## src/rtl/fifo_wr_ctrl.sv

```systemverilog
// Write-side controller for the dual-clock FIFO: two-requester round-robin arbiter,
// binary/Gray write pointer, read-pointer synchroniser and registered fill status.
module fifo_wr_ctrl #(
    parameter int FIFO_data_size = 3,
    parameter int FIFO_addr_size = 2,
    parameter int AFULL_THRESH   = 3
) (
    input  logic                      clk_w,
    input  logic                      rst_w,
    input  logic                      req0,
    input  logic                      req1,
    input  logic [FIFO_data_size-1:0] data0,
    input  logic [FIFO_data_size-1:0] data1,
    output logic                      gnt0,
    output logic                      gnt1,
    input  logic [FIFO_addr_size:0]   rd_ptr_gray,
    output logic                      w_en,
    output logic [FIFO_addr_size-1:0] w_addr,
    output logic [FIFO_data_size-1:0] data_in,
    output logic                      full,
    output logic                      almost_full,
    output logic [FIFO_addr_size:0]   wr_level,
    output logic [FIFO_addr_size:0]   wr_ptr_gray
);

    localparam int PW = FIFO_addr_size + 1;
    // Inverting the top two Gray bits of the read pointer gives the write pointer
    // that is exactly one full lap ahead.
    localparam logic [PW-1:0] FULL_MASK = PW'(3) << (PW - 2);

    logic [PW-1:0] wbin_q, wbin_d;
    logic [PW-1:0] wgray_q, wgray_d;
    logic [PW-1:0] rq1_q, rq2_q;
    logic [PW-1:0] rbin_s;
    logic [PW-1:0] level_q, level_d;
    logic          rr_q, rr_d;
    logic          full_q, full_d;
    logic          afull_q, afull_d;

    // NOTE: every signal gets a default at the top of always_comb so no path
    // leaves it unassigned, which would otherwise infer a latch.
    always_comb begin
        gnt0 = 1'b0;
        gnt1 = 1'b0;
        rr_d = rr_q;
        // Grants are gated by reset so they read 0 while reset is held,
        // even though the requests are still active.
        if (rst_w && !full_q) begin
            gnt0 = req0 && (!req1 || !rr_q);
            gnt1 = req1 && (!req0 ||  rr_q);
        end
        if (gnt0) rr_d = 1'b1;
        if (gnt1) rr_d = 1'b0;
    end

    always_comb begin
        rbin_s       = '0;
        rbin_s[PW-1] = rq2_q[PW-1];
        for (int i = PW - 2; i >= 0; i--) begin
            rbin_s[i] = rbin_s[i+1] ^ rq2_q[i];
        end
    end

    assign w_en    = gnt0 | gnt1;
    assign data_in = gnt0 ? data0 : (gnt1 ? data1 : '0);

    assign wbin_d  = wbin_q + PW'(w_en);
    assign wgray_d = wbin_d ^ (wbin_d >> 1);
    // Unsigned subtraction at pointer width absorbs wrap-around.
    assign level_d = wbin_d - rbin_s;
    assign full_d  = (wgray_d == (rq2_q ^ FULL_MASK));
    assign afull_d = (level_d >= PW'(AFULL_THRESH));

    // NOTE: sequential state uses non-blocking assignments so all flops update
    // together from pre-edge values, which the two-flop synchroniser depends on.
    always_ff @(posedge clk_w or negedge rst_w) begin
        if (!rst_w) begin
            wbin_q  <= '0;
            wgray_q <= '0;
            rq1_q   <= '0;
            rq2_q   <= '0;
            rr_q    <= 1'b0;
            full_q  <= 1'b0;
            afull_q <= 1'b0;
            level_q <= '0;
        end else begin
            wbin_q  <= wbin_d;
            wgray_q <= wgray_d;
            rq1_q   <= rd_ptr_gray;
            rq2_q   <= rq1_q;
            rr_q    <= rr_d;
            full_q  <= full_d;
            afull_q <= afull_d;
            level_q <= level_d;
        end
    end

    assign w_addr      = wbin_q[FIFO_addr_size-1:0];
    assign wr_ptr_gray = wgray_q;
    assign full        = full_q;
    assign almost_full = afull_q;
    assign wr_level    = level_q;

endmodule

```

## config.mk

```make
export PLATFORM = sky130hd
export DESIGN_NAME = fifo_wr_ctrl
export DESIGN_NICKNAME = d
export VERILOG_FILES = /design/src/rtl/fifo_wr_ctrl.sv
export SDC_FILE = /design/constraint.sdc
export NUM_CORES = 1
export LEC_CHECK = 0
export CELL_PAD_IN_SITES_DETAIL_PLACEMENT = 0
export CELL_PAD_IN_SITES_GLOBAL_PLACEMENT = 1
export CORE_UTILIZATION = 34
export CTS_CLUSTER_SIZE = 25
export DETAILED_ROUTE_END_ITERATION = 12
export PLACE_DENSITY = 0.92
export SETUP_SLACK_MARGIN = 0.15
export SYNTH_ARGS = -nofsm -noshare
export SYNTH_HDL_FRONTEND = slang
export SYNTH_SLANG_ARGS = --single-unit
```

## constraint.sdc

```tcl
create_clock -name clk_w -period 4.54 [get_ports clk_w]
set_clock_uncertainty 0.1 [all_clocks]
set_input_delay 0.908 -clock clk_w [delete_from_list [all_inputs] [get_ports clk_w]]
set_output_delay 0.908 -clock clk_w [all_outputs]
set_load 0.03 [all_outputs]
```

Word level (Yosys, flattened, before mapping)
Cells that the tools add are included.
Widths: inputs -> output; s select.
{"block": "word_totals", "register_bits": 18, "in_bits": 13, "output_inout_bits": 16, "wordCells": 33}
{"block": "classes", "n_addsub": 2, "n_lt_le_gt_ge": 1, "eq_ne": 1, "muxes": 6, "n_bitwise": 5, "n_reduce_logical": 10}
{"operator": "$mux 3", "n": 2}
{"operator": "$logic_not 1->1", "n": 4}
{"operator": "$mux 1", "n": 4}
{"operator": "$add 3x1->3", "n": 1}
{"operator": "$eq 3x3->1", "n": 1}
{"operator": "$ge 3x2->1 const B", "n": 1}
{"operator": "$logic_and 1x1->1", "n": 3}
{"operator": "$sub 3x3->3", "n": 1}
{"operator": "$xor 3x2->3", "n": 1}
{"operator": "$logic_or 1x1->1", "n": 2}
{"operator": "$not 2->2", "n": 1}
{"operator": "$reduce_bool 2->1", "n": 1}
{"operator": "$xor 1x1->1", "n": 2}
{"operator": "$or 1x1->1", "n": 1}

Depth between registers and ports, before layout
{"block": "depth", "depth_word": 8, "ltp_mapped": 11, "mapped_depth_nobuf": 10}

Least setup slack after synthesis
No wires, ideal clock.
{"block": "synth_timing", "path_type": "input to register", "start": "in rst_w", "end": "reg afull_q (netlist: almost_full)", "setup_ns": 0.118, "t_arrival_ns": 3.369, "setup_slack_ns": 0.953, "stages": 11, "path_buffers": 1, "path_cell_list": "nor2b_1 -> and3_1 -> clkbuf_1 -> or2_2 -> ha_1 -> ha_1 -> inv_1 -> fa_1 -> xnor2_1 -> xnor2_1 -> a21o_1"}
{"block": "synth_between", "elab_chain_cells": 6}
{"element": "start: declaration", "line_no": "9", "source": "input logic rst_w,"}
{"element": "$logic_and 1x1->1", "line_no": "48", "source": "if (rst_w && !full_q) begin"}
{"element": "$mux 1", "line_no": "48"}
{"element": "net gnt0", "line_no": "14", "source": "output logic gnt0,"}
{"element": "$or 1x1->1", "line_no": "64", "source": "assign w_en = gnt0 | gnt1;"}
{"element": "net w_en", "line_no": "17", "source": "output logic w_en,"}
{"element": "$add 3x1->3", "line_no": "67", "source": "assign wbin_d = wbin_q + PW'(w_en);"}
{"element": "net wbin_d[1]", "line_no": "31", "source": "logic [PW-1:0] wbin_q, wbin_d;"}
{"element": "$sub 3x3->3", "line_no": "70", "source": "assign level_d = wbin_d - rbin_s;"}
{"element": "net level_d[2]", "line_no": "35", "source": "logic [PW-1:0] level_q, level_d;"}
{"element": "$ge 3x2->1", "line_no": "72", "source": "assign afull_d = (level_d >= PW'(AFULL_THRESH));"}
{"element": "net afull_d", "line_no": "38", "source": "logic afull_q, afull_d;"}
{"element": "end signal: assignment", "line_no": "93", "source": "afull_q <= afull_d;"}
{"element": "end: declaration", "line_no": "38"}
The timed path passes the listed nets, and every way through them passes these cells.
A chain may end at the register's enable or synchronous reset.

Worst setup path in the final report
{"block": "layout_timing", "start": "in rst_w", "end": "out w_en"}
{"block": "layout_between", "elab_chain_cells": 3}
{"element": "$logic_and 1x1->1 *", "line_no": "48"}
{"element": "$mux 1", "line_no": "48"}
{"element": "$or 1x1->1 *", "line_no": "64"}
{"element": "end: declaration", "line_no": "17"}
Mark *: on every way between the ends. The rest lies on a longest branch, timed or not.

==> reports/results.ini <==
[worst_setup_path]
worst-path-max-fanout = 6
reg2reg_depth = 10
reg2reg_from = rr_q
crit_buf_inv = 2
cp_cell_sequence = clkdlybuf4s50_1, nor2b_1, and3_1, or2_2, clkdlybuf4s50_1
cp.arrival_ps = 2730
reg2reg_slack_ps = 1730
critical_path_class = in -> out
crit_top_cell = clkdlybuf4s50_1
path_delay_family = buffers and inverters
r2r-end = almost_full
end_kind = output pin
required_ps = 3530
crit_path_start = rst_w
slowest_delay_ps = 670
start_kind = input port
crit_path_top_delay_cell = clkdlybuf4s50_1

[finish]
diodes = 0
nNetsFinal = 105
final_util_pct = 53.8
area_growth_pct = 47.6
layout-drive-gt1-share_pct = 6.90
finalInstanceArea_um2 = 1050

[sta]
rsz0062_at_grt = no
fmax_ghz = 0.267
final_hold_viol_count = 0
setup_ws_ps = 801
fin_crit_ps = 3740
setup_tns_ps = 0
setup_violations = 0
max_slew_margin_pct = 77.5
slew_violations = 0
fin_crit_sh_pct = 82.4
worst_pin_slew_ps = 337

[detailed_routing]
drc = 0
wl_per_cell_um = 11.0
viasPerCell = 4.57
drtIter0Drc = 2
ant_nets = 0
num_vias = 521
dr.pass1.iters = 4
finalWirelength_um = 1260

[global_route]
grt_pass1_wl_um = 2090
grt_max_degree = 18
grt_usage_pct = 13.9
grt_remaining_overflow = 0
antenna_found_initial = 0
grt_pass1_vias = 528

[worst_hold_path]
hold_class = reg -> reg
hold_depth = 0
holdPathEnd = rq2_q[2]
min_from = rq1_q[2]

[synth]
synthTopCellsByCount = dfrtp_1 (17), inv_1 (4), xnor2_1 (4)
yosys_register_bits = 17
yosysSeqAreaShare_pct = 59.5
synth_edf_count = 0
synth_top_area_share_pct = 59.5
postSynthCellCount = 56
syn-num-nets = 73
synth_top_cell_by_area = dfrtp_1
ys_async_sr_fraction_pct = 100
avgSynthCellArea_um2 = 12.8
synth_warnings = 0
yosysMostFrequentCell = dfrtp_1
synth-main-ff-cell = dfrtp_1
syn_area_um2 = 714
synth_cell_types = 20
synthTopCellsByArea = dfrtp_1 (60%), ha_1 (5.3%), xnor2_1 (4.9%)

[clocking]
clockBufferDepth = 2
insertion_delay_ps = 280
tritoncts = built
cts_resized = 0
cts.sinks = 17
cts.clk_slew.worst_paths_ps = 90
post_cts_buffers = 0
root_buffer = clkbuf_4
cts_buffers = 3
ctsHtreeMaxLevel = 1
cts_hold_repair.buffers = 0

[placed_design]
dp_worst_setup_slack_ps = 710
io_buffers = 28
place_congestion = 0.762
place_area_um2 = 1030
hpwl_um = 1030

[status]
outcome = finished clean

[die]
rows = 16
die_h_um = 47.8
pin_count = 29
die_x_um = 47.8
die_area_um2 = 2290
core_area_um2 = 1960
initial_utilization_pct = 36.4

[power_and_ir_drop]
power_density_nw_per_um2 = 667
leakage_nw = 0.478
vdd_drop_max_uv = 341

[job]
drv_cap = 0

==> stage by stage <==
step	power [mW]	instances	hold slack [ps]
final	0.704	114	257
after global routing	0.765	114	274
after CTS	0.715	114	260
after detailed placement	0.635	110	239
after global placement	0.624	110	235
after floorplan	0.491	56	231
==> state kept, by name (all words and copies together), names as in the netlist <==
| signal | flops |
|---|---|
| rq1_q | 3 |
| wbin_q | 3 |
| rr_q | 1 |
| wr_ptr_gray | 2 |
| rq2_q | 3 |
| full | 1 |
| wr_level | 3 |
| almost_full | 1 |
==> cell type report <==
cell class	instances	area (µm²)
clock buffers	4	26.3
flip-flops and latches	17	425
repair buffers	29	288
fillers	186	907
well taps	27	33.8
inverters	4	15.0
multi-input cells	33	267
==> worst max path at each step <==
stage	slack [ps]	cells past startpoint	end
2_1_floorplan	950	11	almost_full
3_3_place_gp	760	11	almost_full
3_5_place_dp	710	11	almost_full
4_1_cts	790	5	w_en
5_1_grt	710	5	data_in[1]
6_report	800	5	w_en
==> worst register-to-register path, cell delays in order (launching register included) <==
cell and delay [ps]:
dfrtp_1 400, nand2b_1 140, and3_1 230, or2_2 310
ha_1 190, ha_1 330, inv_1 110, fa_1 440
xnor2_1 140, xnor2_1 150, a21o_1 170
==> report_power, final <==
part | total, mW | internal (mW) | switching [mW]
registers | 0.225 | 0.205 | 0.0195
clock network | 0.0778 | 0.0341 | 0.0437
logic | 0.401 | 0.177 | 0.224
==> cell usage in the layout, fill, tap and decap left out, drive strengths merged <==
| cell type | count |
|---|---|
| a21oi | 1 |
| clkdlybuf4s50 | 28 |
| inv | 4 |
| o2bb2ai | 1 |
| xor2 | 3 |
| clkbuf | 4 |
| nand2 | 3 |
| or2 | 1 |
| xnor2 | 4 |
| nor2b | 1 |
| dfrtp | 17 |
| and2 | 1 |
| ha | 3 |
| buf | 1 |
| a22o | 3 |
| mux2i | 2 |
| a21o | 1 |
| fa | 1 |
| and3 | 2 |
| nor2 | 3 |
| nand2b | 3 |
==> routing by layer <==
metal	track usage, %	vias to the layer above	routed length, µm
li1	-	243	-
met1	13.0	251	471
met2	25.7	25	624
met3	5.66	2	152
met4	6.67	0	7
met5	0	-	0
==> cells by family after synthesis <==
kind of cell	share of synthesized area, %
XOR/XNOR	9.63
AND/OR/NAND/NOR	10.2
buffers and inverters	3.15
adder cells (fa/ha/maj)	8.06
AO/OA/AOI/OAI	6.66
flip-flops	59.5
multiplexers	2.80
(Power assumes the default switching activity.)
